### src/rtl/input_conditioner_pkg.sv
// Shared constants and step FSM encoding for the panel input conditioner.
package input_conditioner_pkg;

   localparam int DEBOUNCE_CYCLES_DEF = 50000;
   localparam int CNT_W_DEF           = 16;

   typedef enum logic {
      IDLE    = 1'b0,
      PRESSED = 1'b1
   } step_state_e;

endpackage

### src/rtl/debouncer.sv
// One raw input bit: two-flop synchronizer followed by a counting debouncer.
module debouncer
   import input_conditioner_pkg::*;
#(
   parameter int DEBOUNCE_CYCLES = DEBOUNCE_CYCLES_DEF,
   parameter int CNT_W           = CNT_W_DEF
) (
   input  logic clk,
   input  logic rst,
   input  logic i_raw,
   output logic o_level,
   output logic o_next
);

   localparam logic [CNT_W-1:0] CNT_MAX = CNT_W'(DEBOUNCE_CYCLES - 1);

   logic             sync1_q, sync1_d;
   logic             sync2_q, sync2_d;
   logic             stable_q, stable_d;
   logic [CNT_W-1:0] cnt_q, cnt_d;

   always_comb begin
      sync1_d  = i_raw;
      sync2_d  = sync1_q;
      stable_d = stable_q;
      cnt_d    = '0;
      if (sync2_q != stable_q) begin
         if (cnt_q == CNT_MAX) begin
            stable_d = sync2_q;
         end else begin
            cnt_d = cnt_q + CNT_W'(1);
         end
      end
   end

   always_ff @(posedge clk) begin
      if (rst) begin
         sync1_q  <= 1'b0;
         sync2_q  <= 1'b0;
         stable_q <= 1'b0;
         cnt_q    <= '0;
      end else begin
         sync1_q  <= sync1_d;
         sync2_q  <= sync2_d;
         stable_q <= stable_d;
         cnt_q    <= cnt_d;
      end
   end

   assign o_level = stable_q;
   // Lets the parent see a level change in the same cycle it is committed.
   assign o_next  = stable_d;

endmodule

### src/rtl/input_conditioner.sv
// Front-panel conditioner: per-bit debounce, step pulse FSM, breakpoint latch.
module input_conditioner
   import input_conditioner_pkg::*;
#(
   parameter int DEBOUNCE_CYCLES = DEBOUNCE_CYCLES_DEF,
   parameter int CNT_W           = CNT_W_DEF
) (
   input  logic        i_oszClk,
   input  logic        i_reset,
   input  logic        i_btnStep,
   input  logic        i_btnReset,
   input  logic        i_swInstrNCycle,
   input  logic        i_swStepNRun,
   input  logic        i_swEnableBreakpoint,
   input  logic [7:0]  i_switches,
   output logic        o_stepPulse,
   output logic        o_resetReq,
   output logic        o_swInstrNCycle,
   output logic        o_swStepNRun,
   output logic        o_swEnableBreakpoint,
   output logic [7:0]  o_switches,
   output logic [15:0] o_breakpointAddress,
   output logic        o_breakpointValid
);

   localparam int NBITS = 13;

   logic [NBITS-1:0] raw;
   logic [NBITS-1:0] lvl;
   logic [NBITS-1:0] nxt;
   logic             unused_nxt;

   assign raw = {i_btnStep, i_btnReset, i_swInstrNCycle,
                 i_swStepNRun, i_swEnableBreakpoint, i_switches};

   for (genvar g = 0; g < NBITS; g++) begin : g_db
      debouncer #(
         .DEBOUNCE_CYCLES(DEBOUNCE_CYCLES),
         .CNT_W          (CNT_W)
      ) u_db (
         .clk    (i_oszClk),
         .rst    (i_reset),
         .i_raw  (raw[g]),
         .o_level(lvl[g]),
         .o_next (nxt[g])
      );
   end

   assign unused_nxt = ^{nxt[12], nxt[10:0]};

   step_state_e state_q, state_d;
   logic        pulse_q, pulse_d;
   logic [15:0] bp_addr_q, bp_addr_d;
   logic        bp_valid_q, bp_valid_d;

   always_comb begin
      state_d = state_q;
      pulse_d = 1'b0;
      unique case (state_q)
         IDLE: begin
            if (lvl[12]) begin
               state_d = PRESSED;
               pulse_d = ~lvl[11];
            end
         end
         PRESSED: begin
            if (!lvl[12]) state_d = IDLE;
         end
         default: state_d = IDLE;
      endcase
   end

   // Capture the switches as they stand before any same-cycle update.
   always_comb begin
      bp_addr_d  = bp_addr_q;
      bp_valid_d = bp_valid_q;
      if (lvl[11] && !nxt[11]) begin
         bp_addr_d  = {8'h00, lvl[7:0]};
         bp_valid_d = 1'b1;
      end
   end

   always_ff @(posedge i_oszClk) begin
      if (i_reset) begin
         state_q    <= IDLE;
         pulse_q    <= 1'b0;
         bp_addr_q  <= '0;
         bp_valid_q <= 1'b0;
      end else begin
         state_q    <= state_d;
         pulse_q    <= pulse_d;
         bp_addr_q  <= bp_addr_d;
         bp_valid_q <= bp_valid_d;
      end
   end

   assign o_stepPulse          = pulse_q;
   assign o_resetReq           = lvl[11];
   assign o_swInstrNCycle      = lvl[10];
   assign o_swStepNRun         = lvl[9];
   assign o_swEnableBreakpoint = lvl[8];
   assign o_switches           = lvl[7:0];
   assign o_breakpointAddress  = bp_addr_q;
   assign o_breakpointValid    = bp_valid_q;

endmodule

### config.mk
export PLATFORM = sky130hd
export DESIGN_NAME = input_conditioner
export DESIGN_NICKNAME = d
export VERILOG_FILES = /design/src/rtl/input_conditioner_pkg.sv /design/src/rtl/debouncer.sv /design/src/rtl/input_conditioner.sv
export SDC_FILE = /design/constraint.sdc
export NUM_CORES = 1
export LEC_CHECK = 0
export BUFFER_PORTS_ARGS = -buffer_cell sky130_fd_sc_hd__buf_2
export CAP_MARGIN = 10
export CORE_MARGIN = 3
export CORE_UTILIZATION = 60
export DETAILED_ROUTE_END_ITERATION = 12
export GPL_TIMING_DRIVEN = 0
export PLACE_DENSITY = 0.78
export SLEW_MARGIN = 20
export SYNTH_ARGS = -nofsm -noshare
export SYNTH_HDL_FRONTEND = slang
export SYNTH_SLANG_ARGS = --single-unit
### constraint.sdc
create_clock -name i_oszClk -period 4.33 [get_ports i_oszClk]
set_input_delay 0.433 -clock i_oszClk [delete_from_list [all_inputs] [get_ports i_oszClk]]
set_output_delay 0.433 -clock i_oszClk [all_outputs]
set_load 0.02 [all_outputs]
# --- Yosys cells after proc, flatten, opt, wreduce, memory -nomap -nowiden ---
# Index checks and enable logic that the tools add are counted.
classes:
  muxes: 3
  reduce_logical: 28
  bitwise: 15
  eq_ne: 26
  add_sub_neg: 13
op_table:
  columns: ["op", "count"]
  rows:
  - ["$add A16 B1 Y16 const B", 13]
  - ["$eq A16 B16 Y1 const B", 13]
  - ["$reduce_or A3 Y1", 14]
  - ["$reduce_and A2 Y1", 12]
  - ["$not A1 Y1", 15]
  - ["$ne A1 B1 Y1", 13]
  - ["$mux W1", 3]
  - ["$logic_and A1 B1 Y1", 1]
  - ["$logic_not A1 Y1", 1]
totals:
  wordCells: 141
  ff_bits: 258
  out_inout_bits: 30
  input_bits: 15

# --- Depth between registers and ports, before layout ---
# Gate-level depths: netlist of the first run.
logic_depth:
  word_depth: 5
  depth_mapped: 7
  ltp_nobuf: 5

# --- By module ---
# From an unflattened synthesis of the first run, not the netlist that was laid out.
hier_totals:
  cells_unflattened: 1206
  hier_area_um2: 11677.4
modules_own_cells:
  columns: ["module", "cells_each", "area_each_um2", "seq_area_each_um2", "n_inst"]
  rows:
  - ["debouncer (g_db[0].u_db ...)", 89, 857.1, 380.4, 12]
  - ["debouncer (g_db[5].u_db)", 88, 860.8, 380.4, 1]
  - ["input_conditioner", 50, 531.8, 220.2, 1]

# --- Worst setup path after synthesis of the first run ---
# OpenSTA, ideal clock, no wires.
synth_timing:
  kind: "flip-flop to flip-flop"
  from: "register g_db[4].u_db.cnt_q[5]"
  to: "register g_db[4].u_db.cnt_q[10]"
  synth_period_minus_slack_ns: 1.778
  setup_ns: 0.115
  required_time_ns: 4.215
  slack_ns: 2.552
  arrival_ns: 1.663
  n_path_buf: 1
  stages_incl_launch_ff: 6
  path_cell_list: "dfxtp_1 -> or4_1 -> or4_4 -> nand2_4 -> buf_12 -> nor2_2"
synth_via:
  elab_chain_cells: 2
  elab_cells_between_ends: 3
  cone_classes: "add/sub (1); eq/ne (1); reduce/logical (1)"
synth_rtl:
  columns: ["item", "line_no", "text"]
  rows:
  - ["start: declaration", "debouncer.sv:20", "logic [CNT_W-1:0] cnt_q, cnt_d;"]
  - ["start signal: assignment", "debouncer.sv:46", "cnt_q <= cnt_d;"]
  - ["branches (longest 2 deep; another with $add A16 B1 Y16)", null, null]
# Parallel ways; which one is timed is not known.
# A chain may end at the register's enable or synchronous reset.

# --- Worst setup path in the final report of the first run ---
layout_timing:
  from: "register g_db[7].u_db.cnt_q[0]"
  to: "register g_db[7].u_db.cnt_q[7]"
layout_via:
  elab_chain_cells: 2
  elab_cells_between_ends: 3
  cone_classes: "add/sub (1); eq/ne (1); reduce/logical (1)"
layout_rtl:
  columns: ["item", "line_no"]
  rows:
  - ["start: declaration", "debouncer.sv:20"]
  - ["start signal: assignment", "debouncer.sv:46"]
  - ["branches (longest 2 deep; another with $add A16 B1 Y16)", null]
# Parallel ways; which one is timed is not known.

==> metrics.md, run 1 <==
| Metric | Value |
|---|---|
| Synth Flop Type | dfxtp_1 |
| Fraction of layout cells with a size suffix above 1 | 9.51% |
| Maximum clock frequency | 501 MHz |
| Synth Area in Adders | 1.48% |
| Post-Route WL | 20.8 mm |
| DR vias | 8307 |
| XOR/XNOR Fraction of Synth Area | 14.7% |
| H-tree levels | 1 |
| Count of cell types in the netlist | 48 |
| Critical Path AT | 2.40 ns |
| Simple-gate share of the synthesized area | 30.5% |
| Final setup violation count | 0 |
| Post-CTS Hold Fix Bufs | 0 |
| CTS buffer count | 26 |
| Kind of critical path | flop to flop |
| Residual DRC | 0 |
| Final GP Congestion | 0.845 |
| Post-Layout Inst Area | 12500 um2 |
| PD cells | 394 nW/um2 |
| Largest net degree at the start of global routing | 15 |
| Inst Count DP | 1471 |
| Grt ovf | 0 |
| Wire length per cell | 13.7 um |
| Startpoint type of the worst setup path | flop |
| Area after DPL | 11500 um2 |
| Final Critical Period | 2.00 ns |
| Cell chain of the critical path | ha_1 -> and3_1 -> clkbuf_1 -> nand4_1 -> nand2_1 -> clkbuf_1 -> nor2_1 |
| P&R area growth vs syn | 13.0% |
| Met3 Use GR | 2.93% |
| Core ar. | 17700 um2 |
| Post-cts resize count | 0 |
| Unrepaired setup endpoints after global routing | no |
| Antenna Nets Post-Route | 0 |
| Clock Sinks | 258 |
| Routing usage on met1 | 28.1% |
| Mapped Area | 11000 um2 |
| Vias per cell | 5.47 |
| # diodes | 0 |
| Worst slew margin | 50.4% |
| Post-DP HPWL | 14.1 mm |
| Worst-Skew Late Latency | 0.53 ns |
| First-pass GRT wire length | 35.6 mm |
| Number of synthesized flops with an enable pin | 0 |
| Clock Path Buffers | 3 |
| Max Cap Violations | 0 |
| Max IR drop VDD | 0.000358 V |
| Initial antenna violation count | 0 |
| Mapped Cells | 1204 |
| Syn_area_per_cell | 9.15 um2 |
| Root Buffer | clkbuf_16 |
| Finished Layout Cells | 1518 |
| Filler cells | 1406 |
| Die area | 20000 um2 |
| CP max-delay cell | dfxtp_1 |
| Drt pass-1 iters | 5 |
| Final worst-path cycle share | 46.1% |
| Number of global-route vias before repair | 7752 |
| Final Hold Viols | 0 |
| Post-synthesis sequential area ratio | 46.9% |
| Yosys warnings | 0 |
| Busiest grt layer | met2 |
| CP max stage delay | 0.40 ns |
| Post-CTS setup buffer count | 0 |
| Critical path's most frequent cell | clkbuf_1 |
| DRT iter0 DRCs | 340 |
| Met2 usage | 34.5% |
| Leakage | 4.05 nW |
| Mux cell area share after synthesis | 1.82% |
| Layout net count | 1302 |
| Die width | 141 um |
| Setup TNS Final | 0 ns |
| CP endpoint kind | flop |
| Starting density of the core | 62.4% |
| Buffers added on ports | 35 |
| Worst-path maximum fanout | 10 |
| Slew @ Worst Pin | 0.744 ns |
| Async SR Flop Fraction | 0% |
| Synth Area in Compound Gates | 1.16% |
| Worst hold path type | input pin to flop |
| Main combinational cell family by area after synthesis | simple AND/OR/NAND/NOR gates |
| FP Rows | 48 |
| Status | finished, final reports clean |
| Chip height | 141 um |
| GRT Overall Usage | 20.6% |
| Clk slew on worst S/H paths | 0.06 ns |
| Commonest non-fill, non-tap cell in the layout | dfxtp_1 |
| Yosys reg bits | 258 |
| Io pins | 45 |
| Commonest non-fill, non-tap cells in the layout | dfxtp_1 (258), nor2_1 (211), xnor2_1 (134) |
| CTS tree | built |
| Max Slew Vio Count | 0 |
| Critical Path RT | 4.74 ns |
| Setup Skew | 0.0195 ns |
[where the power goes]
part	total [W]	switching, W	leakage, nW	internal, W
registers	0.00240	0.00000814	2.08	0.00239
clock network	0.00244	0.000916	0.461	0.00152
logic	0.0000774	0.0000491	1.51	0.0000283
[stage by stage]
step           hold WS (ns)  setup WS [ns]  total power, W  utilization [%]
2_1_floorplan         0.372           2.55         0.00250                -
3_3_place_gp          0.378           1.99         0.00253             65.1
3_5_place_dp          0.389           1.97         0.00253             65.1
4_1_cts              0.0894           2.30         0.00496             70.5
5_1_grt               0.114           2.09         0.00506             70.5
6_report              0.106           2.33         0.00491             70.5
[path summary, 6_finish.rpt]
kind	start	end	slack [ns]	cells after the start
max	g_db[7].u_db.cnt_q[0]	g_db[7].u_db.cnt_q[7]	2.33	7
min	i_switches[4]	g_db[4].u_db.sync1_q	0.11	2
max reg2reg	g_db[7].u_db.cnt_q[0]	g_db[7].u_db.cnt_q[7]	2.33	7
min reg2reg	state_q	o_stepPulse	0.39	1
[cell families after synthesis]
kind of cell | Yosys count
AND/OR/NAND/NOR | 629
flip-flops | 258
buffers and inverters | 75
XOR/XNOR | 185
other | 1
AO/OA/AOI/OAI | 23
multiplexers | 20
adder cells (fa/ha/maj) | 13
[state kept, by name, indices dropped and copies added, names as in the netlist]
| register | count |
|---|---|
| o_breakpointValid | 1 |
| o_breakpointAddress | 8 |
| state_q | 1 |
| g_db.u_db.o_level | 13 |
| g_db.u_db.sync1_q | 13 |
| o_stepPulse | 1 |
| g_db.u_db.sync2_q | 13 |
| g_db.u_db.cnt_q | 208 |
[worst max-delay path: cells and delay by family, from the launching register on]
| kind | cells | cell delay [ns] |
|---|---|---|
| adder cells (fa/ha/maj) | 1 | 0.23 |
| buffers and inverters | 2 | 0.58 |
| flip-flops | 1 | 0.40 |
| AND/OR/NAND/NOR | 4 | 0.66 |
[cell type report]
type                       instances  area [um2]  share of cell area, %
sequential                       258        5160                   41.5
clock inverter                    10         191                   1.54
timing repair buffer              35         175                   1.41
tap                              225         282                   2.26
clock buffer                      37         762                   6.12
buffer                            45         269                   2.16
multi-input combinational        878        5500                   44.1
inverter                          30         113                  0.904
[metal layers]
metal | wire [um] | share of wire (%)
met1 | 9870 | 48
met2 | 9670 | 47
met3 | 746 | 3.6
met4 | 478 | 2.3
met5 | 0 | 0
[cells in the mapped netlist (11+ instances only)]
cell type    n  area, um2
a21oi_1     11       55.1
and3_1      28        175
buf_4       17        128
clkbuf_1    23       86.3
dfxtp_1    258       5160
ha_1        13        163
inv_1       30        113
mux2i_1     20        200
nand2_1     50        188
nand2b_1    16        100
nand3_1     63        315
nand4_1     64        400
nor2_1     211        792
nor2b_1     28        175
nor3_1      43        215
nor4_1      42        263
nor4bb_1    17        170
xnor2_1    134       1170
xor2_1      51        447
Note: power is estimated with default switching activity, not from simulation.
==> run 2, diff against run 1 <==
clock period = 2.06 ns   (was 4.33 ns; I/O delays follow)
==> run 2 against run 1 <==
Cell count up 0.86%. Sequential share of layout area down 0.52 points. Highest routed layer unchanged. Count of clock-buffer cells in the layout unchanged.
==> metrics.md, run 2 (same netlist as run 1, synthesis figures left out) <==
| Metric | Value |
|---|---|
| CTS tree | built |
| CP endpoint kind | flop |
| Final Critical Period | 1.98 ns (-0.0194 ns) |
| Combinational cell fraction of total power | 1.8% (+0.2 points) |
| Status | finished, final reports clean |
| Max Slew Vio Count | 0 (unchanged) |
| CP max stage delay | 0.67 ns (+0.27 ns) |
| First-pass GRT wire length | 35.9 mm (+0.89%) |
| Commonest non-fill, non-tap cell in the layout | dfxtp_1 |
| Register area | 5160 um2 (unchanged) |
| Io pins | 45 (unchanged) |
| Cell chain of the critical path | ha_1 -> nand3_1 -> or4_4 -> nand2_4 -> buf_12 -> nor2_2 |
| Worst hold path type | input pin to flop |
| Startpoint type of the worst setup path | flop |
| Pwr Total | 0.0103 W (+110%) |
| Largest net degree at the start of global routing | 15 (unchanged) |
| Pre-CTS WS | -0.0755 ns (-2.04 ns) |
| Clock Path Buffers | 3 (unchanged) |
| Final worst-path cycle share | 96.0% (+50 points) |
| Clock Power Share | 49.6% (about the same) |
| GRT Overall Usage | 20.8% (+0.19 points) |
| CP max-delay cell | or4_4 |
| Residual DRC | 0 (unchanged) |
| Fraction of layout cells with a size suffix above 1 | 10.0% (+0.52 points) |
| Sw Ratio | 19.9% (+0.047 points) |
| Final GP Congestion | 0.845 (unchanged) |
| Grt ovf | 0 (unchanged) |
| Wire length per cell | 13.9 um (+1.5%) |
| FP Rows | 48 (unchanged) |
| Clk slew on worst S/H paths | 0.06 ns (about the same) |
| Filler cells | 1382 (-1.7%) |
| Antenna Nets Post-Route | 0 (unchanged) |
| Worst slew margin | 49.7% (-0.69 points) |
| Commonest non-fill, non-tap cells in the layout | dfxtp_1 (258), nor2_1 (211), xnor2_1 (134) |
| Internal Power | 0.00829 W (+110%) |
| Delay-heaviest family, CP | simple AND/OR/NAND/NOR gates |
| CTS buffer count | 26 (unchanged) |
| Max IR drop VDD | 0.000756 V (+110%) |
| Max Cap Violations | 0 (unchanged) |
| Leakage | 4.12 nW (+1.7%) |
| Number of global-route vias before repair | 7863 (+1.4%) |
| Register share of total power | 48.7% (about the same) |
| Die width | 141 um (unchanged) |
| DRT iter0 DRCs | 359 (+5.6%) |
| Worst-Skew Late Latency | 0.54 ns (about the same) |
| Area of the multi-input gates | 5510 um2 (+0.20%) |
| Sum of buffers and inverters on the critical path | 1 (-1) |
| Maximum clock frequency | 505 MHz (+0.98%) |
| Post-Route WL | 21.3 mm (+2.3%) |
| Clock Sinks | 258 (unchanged) |
| Die area | 20000 um2 (unchanged) |
| DR vias | 8401 (+1.1%) |
| Setup Skew | 0.0190 ns (-0.000581 ns) |
| Slew @ Worst Pin | 0.755 ns (+0.0104 ns) |
| P&R area growth vs syn | 14.5% |
| Drt pass-1 iters | 4 (-1) |
| Critical Path AT | 2.40 ns (about the same) |
| Core ar. | 17700 um2 (unchanged) |
| Layout net count | 1315 (+1.0%) |
| Vias per cell | 5.49 (+0.27%) |
| Initial antenna violation count | 0 (unchanged) |
| # diodes | 0 (unchanged) |
| Final setup violation count | 0 (unchanged) |
| Post-DP HPWL | 14.1 mm (unchanged) |
| PD cells | 821 nW/um2 (+110%) |
| Final Hold Viols | 0 (unchanged) |
| Root Buffer | clkbuf_16 |
| Sw power | 0.00205 W (+110%) |
| Critical Path RT | 2.48 ns (-2.26 ns) |
| Kind of critical path | flop to flop |
| Final setup margin | 0.0815 ns (-2.25 ns) |
| Chip height | 141 um (unchanged) |
| H-tree levels | 1 (unchanged) |
| Buffers added on ports | 35 (unchanged) |
| Starting density of the core | 62.4% (unchanged) |
| Largest Register | g_db.u_db.cnt_q |
| Worst-path maximum fanout | 10 (unchanged) |
| Max reg flops | 208 (unchanged) |
run 2: changes by cell type in the layout (fill, tap and decap cells not counted), sizes merged:
cell	before	now
clkbuf	61	58
buf	56	59
dlygate4sd3	0	13
run 2: worst reg2reg max path: stages (launching register included):
cell	delay [ns]
dfxtp_1	0.38
ha_1	0.21
nand3_1	0.28
or4_4	0.67
nand2_4	0.13
buf_12	0.15
nor2_2	0.05
run 2: routing by layer:
metal	share of wire (%)	global-route usage [%]	routed length, um	up-vias
met1	47	28.0	10000	3922
met3	3.3	2.97	707	40
met4	2.4	5.61	505	0
li1	-	-	-	4299
met5	0	0	0	-
met2	47	35.4	10000	140
run 2: through the flow:
| step | hold slack, ns | TNS, ns | instance area, um2 | utilization [%] | instances |
|---|---|---|---|---|---|
| 2_1_floorplan | 0.334 | 0 | 11000 | - | 1211 |
| 3_3_place_gp | 0.378 | -0.480 | 11500 | 65.1 | 1471 |
| 3_5_place_dp | 0.389 | -0.521 | 11500 | 65.1 | 1471 |
| 4_1_cts | 0.347 | 0 | 12600 | 71.3 | 1531 |
| 5_1_grt | 0.397 | -0.145 | 12600 | 71.4 | 1531 |
| 6_report | 0.351 | 0 | 12600 | 71.4 | 1531 |
run 2: final cells by class:
class / count / share of cell area [%]
plain buffers: 42 / 2.11
inverters: 30 / 0.893
well taps: 225 / 2.23
clock buffers: 37 / 6.04
clock inverters: 10 / 1.52
repair buffers: 51 / 2.58
flip-flops and latches: 258 / 41.0
multi-input cells: 878 / 43.7
run 2: final timing paths:
path / start / cells past startpoint / end / slack (ns)
setup / recovery: g_db[4].u_db.cnt_q[0] / 6 / g_db[4].u_db.cnt_q[8] / 0.08
hold / removal: i_reset / 3 / g_db[12].u_db.cnt_q[1] / 0.35
setup reg to reg: g_db[4].u_db.cnt_q[0] / 6 / g_db[4].u_db.cnt_q[8] / 0.08
hold reg to reg: state_q / 1 / o_stepPulse / 0.39
run 2: power by group through the flow:
stage | logic [W] | registers (W) | clock network [W]
3_3_place_gp | 0.000162 | 0.00515 | 0
6_report | 0.000183 | 0.00504 | 0.00513
3_5_place_dp | 0.000164 | 0.00515 | 0
4_1_cts | 0.000183 | 0.00504 | 0.00522
5_1_grt | 0.000200 | 0.00504 | 0.00542
2_1_floorplan | 0.000113 | 0.00514 | 0
run 2: what timing repair did:
action,4_1_cts,5_1_grt
hold buffers,13,0
setup endpoints to repair,0,60
hold endpoints to repair,13,0
gates resized for setup,0,12
setup buffers,0,2
==> run 3, diff against run 2 <==
clock period = 2.5 ns   (was 2.06 ns; I/O delays follow)
==> run 3 against run 2 <==
Hold slack improved by 0.043 ns. Clock skew increased by 0.00076 ns. Largest cell class unchanged. Critical path type unchanged. Utilization decreased by 0.16 points. Total power decreased by 18%. Register-to-register slack improved by 0.42 ns. Critical path depth increased by 1. Flip-flop and latch count unchanged. Design area decreased by 0.23%.
==> metrics.md, run 3 (same netlist as run 1, synthesis figures left out) <==
| Metric | Value |
|---|---|
| Final GP Congestion | 0.845 (unchanged) |
| Final setup violation count | 0 (unchanged) |
| FP Rows | 48 (unchanged) |
| Worst-path maximum fanout | 10 (unchanged) |
| Wire length per cell | 13.7 um (-1.3%) |
| Critical Path RT | 2.91 ns (+0.43 ns) |
| Critical path's most frequent cell | clkbuf_1 |
| Worst slew margin | 50.0% (+0.30 points) |
| Commonest non-fill, non-tap cells in the layout | dfxtp_1 (258), nor2_1 (211), xnor2_1 (134) |
| Final worst-path cycle share | 79.9% (-16 points) |
| Leakage | 4.10 nW (-0.36%) |
| Clock Power Share | 49.5% (about the same) |
| Residual DRC | 0 (unchanged) |
| Worst-Skew Late Latency | 0.54 ns (about the same) |
| Final Critical Period | 2.00 ns (+0.0192 ns) |
| Post-CTS setup buffer count | 0 (unchanged) |
| Final Hold Viols | 0 (unchanged) |
| Vias per cell | 5.46 (-0.44%) |
| CTS buffer count | 26 (unchanged) |
| Cell chain of the critical path | ha_1 -> and3_1 -> clkbuf_1 -> nand4_1 -> nand2_1 -> clkbuf_1 -> nor2_1 |
| Internal Power | 0.00684 W (-18%) |
| Antenna Nets Post-Route | 0 (unchanged) |
| GRT Overall Usage | 20.8% (unchanged) |
| Clock Path Buffers | 3 (unchanged) |
| Max reg flops | 208 (unchanged) |
| Combinational cell fraction of total power | 1.8% (about the same) |
| CP max stage delay | 0.40 ns (-0.27 ns) |
| Slew @ Worst Pin | 0.750 ns (-0.00444 ns) |
| Unrepaired setup endpoints after global routing | no |
| Worst hold path type | flop to flop |
| Largest Register | g_db.u_db.cnt_q |
| Clk slew on worst S/H paths | 0.06 ns (about the same) |
| Commonest non-fill, non-tap cell in the layout | dfxtp_1 |
| Number of global-route vias before repair | 7863 (unchanged) |
| Layout net count | 1315 (unchanged) |
| DRT iter0 DRCs | 344 (-4.2%) |
| Die area | 20000 um2 (unchanged) |
| Sw power | 0.00169 W (-18%) |
| PD cells | 678 nW/um2 (-17%) |
| Fraction of layout cells with a size suffix above 1 | 9.42% (-0.61 points) |
| Register share of total power | 48.7% (about the same) |
| CTS tree | built |
| Root Buffer | clkbuf_16 |
| Max Slew Vio Count | 0 (unchanged) |
| Max Cap Violations | 0 (unchanged) |
| Io pins | 45 (unchanged) |
| First-pass GRT wire length | 35.9 mm (unchanged) |
| Post-Layout Inst Area | 12600 um2 (-0.23%) |
| Kind of critical path | flop to flop |
| P&R area growth vs syn | 14.2% |
| Drt pass-1 iters | 4 (unchanged) |
| Maximum clock frequency | 501 MHz (-0.96%) |
| Clock Sinks | 258 (unchanged) |
| Status | finished, final reports clean |
| CP endpoint kind | flop |
| Chip height | 141 um (unchanged) |
| Post-DP HPWL | 14.1 mm (unchanged) |
| Sw Ratio | 19.8% (-0.022 points) |
| DR vias | 8364 (-0.44%) |
| Setup TNS Final | 0 ns (unchanged) |
| Core ar. | 17700 um2 (unchanged) |
| Post-Route WL | 21.0 mm (-1.3%) |
| CP max-delay cell | dfxtp_1 |
| Buffers added on ports | 35 (unchanged) |
| Largest net degree at the start of global routing | 15 (unchanged) |
| Area after DPL | 11500 um2 (unchanged) |
| Pwr Total | 0.00853 W (-18%) |
| Setup Skew | 0.0197 ns (+0.000764 ns) |
| Grt ovf | 0 (unchanged) |
| Initial antenna violation count | 0 (unchanged) |
| Max IR drop VDD | 0.000622 V (-18%) |
| Die width | 141 um (unchanged) |
| Starting density of the core | 62.4% (unchanged) |
| Startpoint type of the worst setup path | flop |
| Critical Path AT | 2.40 ns (about the same) |
| H-tree levels | 1 (unchanged) |
| # diodes | 0 (unchanged) |
-- run 3: power groups by stage --
stage | clock, W | sequential (W) | combinational, W
5_1_grt | 0.00447 | 0.00415 | 0.000165
6_report | 0.00422 | 0.00415 | 0.000151
3_3_place_gp | 0 | 0.00424 | 0.000134
3_5_place_dp | 0 | 0.00424 | 0.000135
2_1_floorplan | 0 | 0.00424 | 0.0000927
4_1_cts | 0.00430 | 0.00415 | 0.000151
-- run 3: stage by stage --
step                      utilization (%)  instances  setup WS (ns)  hold WS [ns]
final                                71.3       1531          0.502         0.394
after global routing                 71.3       1531          0.258         0.407
after CTS                            71.3       1531          0.468         0.391
after detailed placement             65.1       1471          0.320         0.389
after global placement               65.1       1471          0.346         0.378
after floorplan                         -       1211          0.722         0.372
-- run 3: path summary, 6_finish.rpt --
kind / start / slack [ns] / cells past startpoint / endpoint
min: state_q / 0.39 / 1 / o_stepPulse
min reg2reg: state_q / 0.39 / 1 / o_stepPulse
max reg2reg: g_db[7].u_db.cnt_q[0] / 0.50 / 7 / g_db[7].u_db.cnt_q[7]
max: g_db[7].u_db.cnt_q[0] / 0.50 / 7 / g_db[7].u_db.cnt_q[7]
-- run 3: timing repair --
item	in CTS	in global routing
gates resized for setup	0	0
endpoints found under the hold margin	13	0
hold buffers	13	0
-- run 3: area by class of cell --
cell class                 instances  area [um2]
timing repair buffer              48         305
inverter                          30         113
sequential                       258        5160
clock buffer                      37         762
buffer                            45         269
clock inverter                    10         191
tap                              225         282
multi-input combinational        878        5500
fill                            1378        5070
-- run 3: routing by layer --
layer | share of wire, % | vias to the layer above | wire length (um) | track usage [%]
li1 | - | 4301 | - | -
met5 | 0 | - | 0 | 0
met4 | 2.3 | 0 | 478 | 5.61
met3 | 3.3 | 39 | 702 | 2.97
met1 | 47 | 3900 | 9900 | 28.0
met2 | 47 | 124 | 9890 | 35.4
-- run 3: worst max-delay path, delay by kind of cell, from the launching register on --
family | cells | cell delay [ns]
adders and majority gates | 1 | 0.23
buffers and inverters | 2 | 0.58
and+or+nand+nor | 4 | 0.66
DFF | 1 | 0.40
